## src/rtl/apb_cmd_master_pkg.sv

```systemverilog
// apb_cmd_master shared types.
// States, latched command and response bundles.
package apb_cmd_master_pkg;

  localparam int ADDR_MAX = 32;
  localparam int DATA_W   = 32;

  typedef enum logic [1:0] {
    IDLE,
    SETUP,
    ACCESS,
    RESP
  } state_t;

  typedef struct packed {
    logic [ADDR_MAX-1:0] addr;
    logic [DATA_W-1:0]   wdata;
    logic                write;
  } cmd_t;

  typedef struct packed {
    logic [DATA_W-1:0] rdata;
    logic              err;
    logic              timeout;
  } rsp_t;

  // Watchdog width; never below one bit.
  function automatic int cnt_w(input int t);
    return (t < 1) ? 1 : $clog2(t + 1);
  endfunction

endpackage

```

## src/rtl/apb_cmd_master_if.sv

```systemverilog
// Command/response handshake plus APB3 bus.
// master = initiator view, slave = environment view.
interface apb_cmd_master_if #(
  parameter int AW = 12
) ();

  logic          req_valid;
  logic          req_ready;
  logic          req_write;
  logic [AW-1:0] req_addr;
  logic [31:0]   req_wdata;

  logic          rsp_valid;
  logic          rsp_ready;
  logic [31:0]   rsp_rdata;
  logic          rsp_err;
  logic          rsp_timeout;

  logic [AW-1:0] PADDR;
  logic [31:0]   PWDATA;
  logic          PWRITE;
  logic          PSEL;
  logic          PENABLE;
  logic [31:0]   PRDATA;
  logic          PREADY;
  logic          PSLVERR;

  modport master (
    input  req_valid, req_write,
    input  req_addr, req_wdata,
    input  rsp_ready,
    input  PRDATA, PREADY, PSLVERR,
    output req_ready,
    output rsp_valid, rsp_rdata,
    output rsp_err, rsp_timeout,
    output PADDR, PWDATA, PWRITE,
    output PSEL, PENABLE
  );

  modport slave (
    output req_valid, req_write,
    output req_addr, req_wdata,
    output rsp_ready,
    output PRDATA, PREADY, PSLVERR,
    input  req_ready,
    input  rsp_valid, rsp_rdata,
    input  rsp_err, rsp_timeout,
    input  PADDR, PWDATA, PWRITE,
    input  PSEL, PENABLE
  );

endinterface

```

## src/rtl/apb_cmd_master.sv

```systemverilog
// Single-outstanding APB3 initiator with
// valid/ready command port and watchdog.
module apb_cmd_master
  import apb_cmd_master_pkg::*;
#(
  parameter int APB_ADDR_WIDTH = 12,
  parameter int TIMEOUT_CYCLES = 16
) (
  input  logic              HCLK,
  input  logic              HRESETn,
  apb_cmd_master_if.master  bus
);

  localparam int CW = cnt_w(TIMEOUT_CYCLES);
  localparam logic [CW-1:0] LIM =
    CW'(TIMEOUT_CYCLES - 1);
  localparam logic [CW-1:0] CMAX = {CW{1'b1}};

  state_t        r_state;
  state_t        w_next;
  cmd_t          r_cmd;
  rsp_t          r_rsp;
  rsp_t          w_rsp;
  logic [CW-1:0] r_cnt;
  logic          w_limit;

  assign w_limit = (TIMEOUT_CYCLES != 0) &&
                   (r_cnt == LIM);

  // State register.
  always_ff @(posedge HCLK or negedge HRESETn) begin
    if (!HRESETn) r_state <= IDLE;
    else          r_state <= w_next;
  end

  // Next state, bus strobes and completion value.
  always_comb begin
    w_next          = r_state;
    w_rsp           = r_rsp;
    bus.req_ready   = 1'b0;
    bus.rsp_valid   = 1'b0;
    bus.PSEL        = 1'b0;
    bus.PENABLE     = 1'b0;
    unique case (r_state)
      IDLE: begin
        bus.req_ready = 1'b1;
        if (bus.req_valid) w_next = SETUP;
      end
      SETUP: begin
        bus.PSEL = 1'b1;
        w_next   = ACCESS;
      end
      ACCESS: begin
        bus.PSEL    = 1'b1;
        bus.PENABLE = 1'b1;
        if (bus.PREADY) begin
          w_next        = RESP;
          w_rsp.rdata   = (r_cmd.write || bus.PSLVERR)
                          ? 32'd0 : bus.PRDATA;
          w_rsp.err     = bus.PSLVERR;
          w_rsp.timeout = 1'b0;
        end else if (w_limit) begin
          w_next        = RESP;
          w_rsp.rdata   = 32'd0;
          w_rsp.err     = 1'b1;
          w_rsp.timeout = 1'b1;
        end
      end
      RESP: begin
        bus.rsp_valid = 1'b1;
        if (bus.rsp_ready) w_next = IDLE;
      end
      default: w_next = IDLE;
    endcase
  end

  // Command latch, response capture, watchdog.
  always_ff @(posedge HCLK or negedge HRESETn) begin
    if (!HRESETn) begin
      r_cmd <= '0;
      r_rsp <= '0;
      r_cnt <= '0;
    end else begin
      if (r_state == IDLE && bus.req_valid) begin
        r_cmd.addr  <= ADDR_MAX'(bus.req_addr);
        r_cmd.write <= bus.req_write;
        r_cmd.wdata <= bus.req_write
                       ? bus.req_wdata : 32'd0;
      end
      if (r_state == ACCESS && w_next == RESP)
        r_rsp <= w_rsp;
      if (r_state == SETUP)
        r_cnt <= '0;
      else if (r_state == ACCESS && r_cnt != CMAX)
        r_cnt <= r_cnt + 1'b1;
    end
  end

  assign bus.PADDR       = APB_ADDR_WIDTH'(r_cmd.addr);
  assign bus.PWDATA      = r_cmd.wdata;
  assign bus.PWRITE      = r_cmd.write;
  assign bus.rsp_rdata   = r_rsp.rdata;
  assign bus.rsp_err     = r_rsp.err;
  assign bus.rsp_timeout = r_rsp.timeout;

endmodule

```

## src/flat_wrapper.sv

```systemverilog
// flat-port wrapper written by rule: the top's interface ports become plain ports
module apb_cmd_master_flat import apb_cmd_master_pkg::*;
#(
  parameter int APB_ADDR_WIDTH = 12,
  parameter int TIMEOUT_CYCLES = 16
)
  (HCLK, HRESETn, bus_req_valid, bus_req_write, bus_req_addr, bus_req_wdata, bus_rsp_ready, bus_PRDATA, bus_PREADY, bus_PSLVERR, bus_req_ready, bus_rsp_valid, bus_rsp_rdata, bus_rsp_err, bus_rsp_timeout, bus_PADDR, bus_PWDATA, bus_PWRITE, bus_PSEL, bus_PENABLE);
  apb_cmd_master_if #(.AW(12)) bus_i ();
  input  logic HCLK;
  input  logic HRESETn;
  input wire logic [$bits(bus_i.req_valid)-1:0] bus_req_valid;
  input wire logic [$bits(bus_i.req_write)-1:0] bus_req_write;
  input wire logic [$bits(bus_i.req_addr)-1:0] bus_req_addr;
  input wire logic [$bits(bus_i.req_wdata)-1:0] bus_req_wdata;
  input wire logic [$bits(bus_i.rsp_ready)-1:0] bus_rsp_ready;
  input wire logic [$bits(bus_i.PRDATA)-1:0] bus_PRDATA;
  input wire logic [$bits(bus_i.PREADY)-1:0] bus_PREADY;
  input wire logic [$bits(bus_i.PSLVERR)-1:0] bus_PSLVERR;
  output wire logic [$bits(bus_i.req_ready)-1:0] bus_req_ready;
  output wire logic [$bits(bus_i.rsp_valid)-1:0] bus_rsp_valid;
  output wire logic [$bits(bus_i.rsp_rdata)-1:0] bus_rsp_rdata;
  output wire logic [$bits(bus_i.rsp_err)-1:0] bus_rsp_err;
  output wire logic [$bits(bus_i.rsp_timeout)-1:0] bus_rsp_timeout;
  output wire logic [$bits(bus_i.PADDR)-1:0] bus_PADDR;
  output wire logic [$bits(bus_i.PWDATA)-1:0] bus_PWDATA;
  output wire logic [$bits(bus_i.PWRITE)-1:0] bus_PWRITE;
  output wire logic [$bits(bus_i.PSEL)-1:0] bus_PSEL;
  output wire logic [$bits(bus_i.PENABLE)-1:0] bus_PENABLE;
  assign bus_i.req_valid = bus_req_valid;
  assign bus_i.req_write = bus_req_write;
  assign bus_i.req_addr = bus_req_addr;
  assign bus_i.req_wdata = bus_req_wdata;
  assign bus_i.rsp_ready = bus_rsp_ready;
  assign bus_i.PRDATA = bus_PRDATA;
  assign bus_i.PREADY = bus_PREADY;
  assign bus_i.PSLVERR = bus_PSLVERR;
  assign bus_req_ready = bus_i.req_ready;
  assign bus_rsp_valid = bus_i.rsp_valid;
  assign bus_rsp_rdata = bus_i.rsp_rdata;
  assign bus_rsp_err = bus_i.rsp_err;
  assign bus_rsp_timeout = bus_i.rsp_timeout;
  assign bus_PADDR = bus_i.PADDR;
  assign bus_PWDATA = bus_i.PWDATA;
  assign bus_PWRITE = bus_i.PWRITE;
  assign bus_PSEL = bus_i.PSEL;
  assign bus_PENABLE = bus_i.PENABLE;
  apb_cmd_master #(.APB_ADDR_WIDTH(APB_ADDR_WIDTH), .TIMEOUT_CYCLES(TIMEOUT_CYCLES)) u_core (.HCLK(HCLK), .HRESETn(HRESETn), .bus(bus_i));
endmodule
```

## config.mk

```make
export PLATFORM = sky130hd
export DESIGN_NAME = apb_cmd_master_flat
export DESIGN_NICKNAME = d
export VERILOG_FILES = /design/src/rtl/apb_cmd_master_pkg.sv /design/src/rtl/apb_cmd_master_if.sv /design/src/rtl/apb_cmd_master.sv /design/src/flat_wrapper.sv
export SDC_FILE = /design/constraint.sdc
export NUM_CORES = 1
export LEC_CHECK = 0
export BUFFER_PORTS_ARGS = -buffer_cell sky130_fd_sc_hd__buf_2
export CAP_MARGIN = 20
export CORE_MARGIN = 3
export CORE_UTILIZATION = 40
export DETAILED_ROUTE_END_ITERATION = 6
export PLACE_DENSITY = 0.69
export SYNTH_ARGS = -nofsm -noshare
export SYNTH_HDL_FRONTEND = slang
export SYNTH_SLANG_ARGS = --single-unit
```

## constraint.sdc

```tcl
create_clock -name HCLK -period 3.5 [get_ports HCLK]
set_input_delay 0 -clock HCLK [delete_from_list [all_inputs] [get_ports HCLK]]
set_output_delay 0 -clock HCLK [all_outputs]
set_load 0.005 [all_outputs]
```

== Word level (Yosys, flattened, before mapping) ==
Cells that the tools add are included.
Word-level totals
  output and inout bits: 83
  register bits after elaboration: 86
  word-level logic and storage cells: 39
  input port bits: 83
Operators by class
  reductions and logical operators: 9
  mux-type cells: 15
  add/sub/neg operators: 1
  equal/unequal tests: 6
Operators with widths (number)
  $mux 34: 2
  $mux 32: 2
  $mux 5: 2
  $mux 2: 4
  $pmux 2 s4: 1
  $eq 2x2->1 const B: 3
  $add 5x1->5 const B: 1
  $eq 5x4->1 const B: 1
  $ne 5x5->1 const B: 1
  $mux 1: 4
  $reduce_bool 2->1: 2
  $logic_and 1x1->1: 3
  $reduce_and 3->1: 1
  $eq 2x1->1 const B: 1
  $logic_not 2->1: 1
  $reduce_or 2->1: 1
  $logic_or 1x1->1: 1

== Depth between registers and ports, before layout ==
  word-level depth: 7
  mapped depth: 8
  depth with buffers taken out: 6

== Least setup slack after synthesis ==
Ideal clock, no wire load.
  path kind: reg2reg
  start: register u_core.r_cnt[0]
  end: register u_core.r_rsp (netlist bit u_core.bus.rsp_rdata[10])
  path slack: 1.673 ns
  period minus slack after synthesis: 1.827 ns
  arrival: 1.762 ns
  data required time: 3.435 ns
  cell stages (with the launch flop): 9
  path through: dfrtp_1 > ha_1 > and3_1 > ha_1 > o21ai_0 > a21o_2 > clkbuf_8 > clkbuf_1 > a22o_2
On the way
  word-level cells in the longest chain between the ends: 7
  elaborated cells on any way between the ends: 8
  classes of those cells: eq/ne: 2; mux: 3; reduce/logical: 3
Ends and longest elaborated chain
  from (decl): line apb_cmd_master.sv:24  | logic [CW-1:0] r_cnt;
  from (signal assigned): line apb_cmd_master.sv:95  | r_cnt <= r_cnt + 1'b1;
  $eq 5x4->1 *: line apb_cmd_master.sv:28  | (r_cnt == LIM);
  $mux 2: line apb_cmd_master.sv:62  | end else if (w_limit) begin
  $mux 2: line apb_cmd_master.sv:56  | if (bus.PREADY) begin
  $pmux 2 s4: line apb_cmd_master.sv:44  | unique case (r_state)
  $eq 2x2->1: line apb_cmd_master.sv:90  | if (r_state == ACCESS && w_next == RESP)
  $logic_and 1x1->1: line apb_cmd_master.sv:90
  $reduce_and 3->1 (no line) *
  to (signal assigned): line apb_cmd_master.sv:91  | r_rsp <= w_rsp;
  to (decl): line apb_cmd_master.sv:22  | rsp_t r_rsp;
Mark *: on every way between the ends. The rest lies on a longest branch, timed or not.
A chain may end at the register's enable or synchronous reset.

== Worst setup path after layout ==
  start: register u_core.r_state[0]
  end: register u_core.r_cmd (netlist bit u_core.bus.PWDATA[19])
On the way
  word-level cells in the longest chain between the ends: 2
Ends and longest elaborated chain
  from (decl): line apb_cmd_master.sv:19  | state_t r_state;
  from (signal assigned): line apb_cmd_master.sv:33  | else r_state <= w_next;
  $logic_not 2->1: line apb_cmd_master.sv:84  | if (r_state == IDLE && bus.req_valid) begin
  $logic_and 1x1->1: line apb_cmd_master.sv:84
  to (decl): line apb_cmd_master.sv:21  | cmd_t r_cmd;
No other way between the ends.

==> flow_summary_export.csv <==
group,metric,value,unit
timing,fmaxAchievable,445.7,MHz
job,max-cap-violations,0,
power,vdd_drop_max,0.0004037,V
grt,grt_pass1_wl,15280,µm
final_layout,fin_util,0.6459,
clocking,cts_buffers,9,
grt,track_usage,0.1940,
logic_synthesis,syn_nets,377,
timing,report.final.slew_viol_count,0,
die,start_util,0.4178,
logic_synthesis,yosysWarnings,0,
logic_synthesis,ys.flop_type,"dfrtp_1",
final_layout,syn2layout_area_growth,54.60,%
final_layout,antennaDiodeCount,0,
routing,vias_per_cell,4.719,
critical_path,critPathKind,"reg2reg",
grt,first_global_vias,3152,
final_layout,n_fill_cell,625,
clocking,cts_resized,0,
routing,wl_per_cell,14.56,µm
die,die_h,99.10,µm
logic_synthesis,synth_cell_types,30,
clocking,cts_root_buffer,"clkbuf_8",
clocking,worstSkewPairLatency,0.35,ns
logic_synthesis,netlist_instances,287,
logic_synthesis,yosysTopAreaCellShare,0.6207,
critical_path,worstPathArrival,2.46,ns
timing,finalClockSkew,0.01393,ns
logic_synthesis,syn_area_per_cell,12.08,µm²
place,gp_congestion,0.7651,
routing,vias,3006,
place,port-buffer-count,165,
routing,drt-total-wl,9274,µm
place,dp_hpwl,5492,µm
logic_synthesis,synth_edf_count,0,
timing,period_minus_slack,2.244,ns
clocking,h-tree-depth,3,
logic_synthesis,synth_area,3467,µm²
clocking,clkSinkCount,86,
logic_synthesis,synthArstFlopShare,1.000,
critical_path,worstPathCellList,"inv_1 -> ha_1 -> nand2_2 -> buf_4 -> nand2_1 -> o21ai_0",
logic_synthesis,ys_seq_elements,86,
logic_synthesis,yosysTopAreaCell,"dfrtp_1",
clocking,cts.clk_slew.worst_paths,0.09,ns
routing,drc,0,
routing,first_pass_iters,4,
clocking,postCtsSetupBuffers,0,
logic_synthesis,yosysMostFrequentCell,"dfrtp_1",
timing,fin_crit_sh,0.6411,
grt,grt_max_degree,87,
logic_synthesis,yosys-top-cells-area,"dfrtp_1 62%, a22o_2 8.1%, nand2_1 7.0%",
clocking,cts_tree,"built",
timing,tns,0,ns
critical_path,crit_family,"simple AND/OR/NAND/NOR gates",
timing,setup_violations,0,
critical_path,path_max_fanout,50,
grt,gr-total-overflow,0,
power,power_density,704.7,nW/µm²
power,p_leak,2.834,nW
critical_path,critPathLaunchType,"flop",
die,core.rowCount,33,
critical_path,max_stage_delay,0.58,ns
logic_synthesis,ys_seq_area_frac,0.6207,
critical_path,required,3.72,ns
die,die_w,99.10,µm
timing,final-hold-violation-count,0,
die,pin_count,166,
logic_synthesis,yosys-top-cells-count,"86 x dfrtp_1, 65 x nand2_1, 34 x o21ai_0",
die,fp.coreArea,8299,µm²
critical_path,cp_slowest_cell,"nand2_2",
critical_path,crit_buf_inv,2,
critical_path,end_kind,"flop",
timing,rsz0062_at_grt,"no",
run_status,outcome,"finished clean",
final_layout,drive_gt1_frac,0.4361,
timing,worstMarginPinSlew,0.8890,ns
min_path,min_path_type,"in2reg",
routing,ant_nets,0,
timing,relSlewSlack,0.4052,
grt,antenna_found_initial,0,
die,dieArea,9821,µm²
final_layout,final_nets,617,
clocking,clockBufferDepth,2,
routing,drtIter0Drc,113,
## final timing paths
path	depth (start not counted)	slack, ns	endpoint	start
min	3	0.09	u_core.r_state[0]	bus_rsp_ready
max reg2reg	6	1.26	u_core.bus.PWDATA[19]	u_core.r_state[0]
max	6	1.26	u_core.bus.PWDATA[19]	u_core.r_state[0]
min reg2reg	2	0.48	u_core.bus.PWDATA[25]	u_core.bus.PWDATA[25]
min in group asynchronous	2	0.13	u_core.bus.rsp_rdata[13]	HRESETn
max in group asynchronous	3	2.77	u_core.bus.PWDATA[25]	HRESETn
## logic make-up after synthesis
kind of cell / synth area share
DFF: 0.6207
and+or+nand+nor: 0.09708
adders and majority gates: 0.02526
muxes: 0.05449
buffers and inverters: 0.03789
xor gates and xnor gates: 0.005053
AOI/OAI and AO/OA: 0.1595
## cell type report
type,instances,area [µm²],share of cell area
sequential,86,2152,0.4015
timing repair buffer,248,1669,0.3114
multi-input combinational,177,1186,0.2213
tap,105,131.4,0.02451
clock buffer,9,123.9,0.02311
clock inverter,7,78.83,0.01471
inverter,5,18.77,0.003501
## layout by cell type, fill, tap and decap left out, types with 2 or more instances in the layout
| master | Yosys | final |
|---|---|---|
| mux2i_1 | 2 | 2 |
| buf_2 | 1 | 164 |
| mux2_2 | 15 | 15 |
| a22o_1 | 4 | 4 |
| o21ai_0 | 34 | 34 |
| nand2_1 | 65 | 64 |
| dfrtp_1 | 86 | 86 |
| nor2b_1 | 2 | 2 |
| nor2_1 | 5 | 5 |
| a22o_2 | 28 | 28 |
| ha_1 | 7 | 7 |
| dlygate4sd3_1 | 0 | 79 |
| inv_1 | 5 | 5 |
| clkbuf_8 | 1 | 9 |
| inv_6 | 0 | 4 |
| buf_4 | 0 | 4 |
## worst reg2reg max path, cell delays in order, from the launching register on
cell and delay, ns:
dfrtp_1 0.46, inv_1 0.11, ha_1 0.36, nand2_2 0.58, buf_4 0.43, nand2_1 0.09, o21ai_0 0.09
## metrics by stage
step | worst slack [ns] | hold WS (ns) | cell area, µm² | instances | power [W]
after global placement | 1.320 | 0.2254 | 4339 | 541 | 0.002966
final | 1.256 | 0.09428 | 5360 | 637 | 0.003778
after CTS | 1.265 | 0.06812 | 5333 | 636 | 0.003792
after floorplan | 1.673 | -0.2956 | 3467 | 287 | 0.002376
after global routing | 1.021 | 0.08249 | 5360 | 637 | 0.004069
after detailed placement | 1.277 | 0.2284 | 4339 | 541 | 0.003002
## routing by layer
layer	track usage	wire length, µm
met3	0.04979	839
met4	0.06408	154
met5	0	0
met2	0.3228	4352
met1	0.2483	3928
## sequential cells by signal, summed over array words and instances, names as in the netlist
register / count
u_core.bus.rsp_rdata: 32
u_core.bus.PWDATA: 32
u_core.r_state: 2
u_core.bus.rsp_err: 1
u_core.bus.PWRITE: 1
u_core.bus.PADDR: 12
u_core.r_cnt: 5
u_core.bus.rsp_timeout: 1
## power breakdown
part,internal (W),switching (W),total [W]
clock network,0.000340,0.000366,0.000707
registers,0.00142,0.000256,0.00168
logic,0.000742,0.000653,0.00139
## what timing repair did
action | CTS | global route
setup endpoints to repair | 0 | 0
hold buffers | 79 | 0
endpoints found under the hold margin | 164 | 0
No activity file was read; power rests on OpenSTA's default activity.
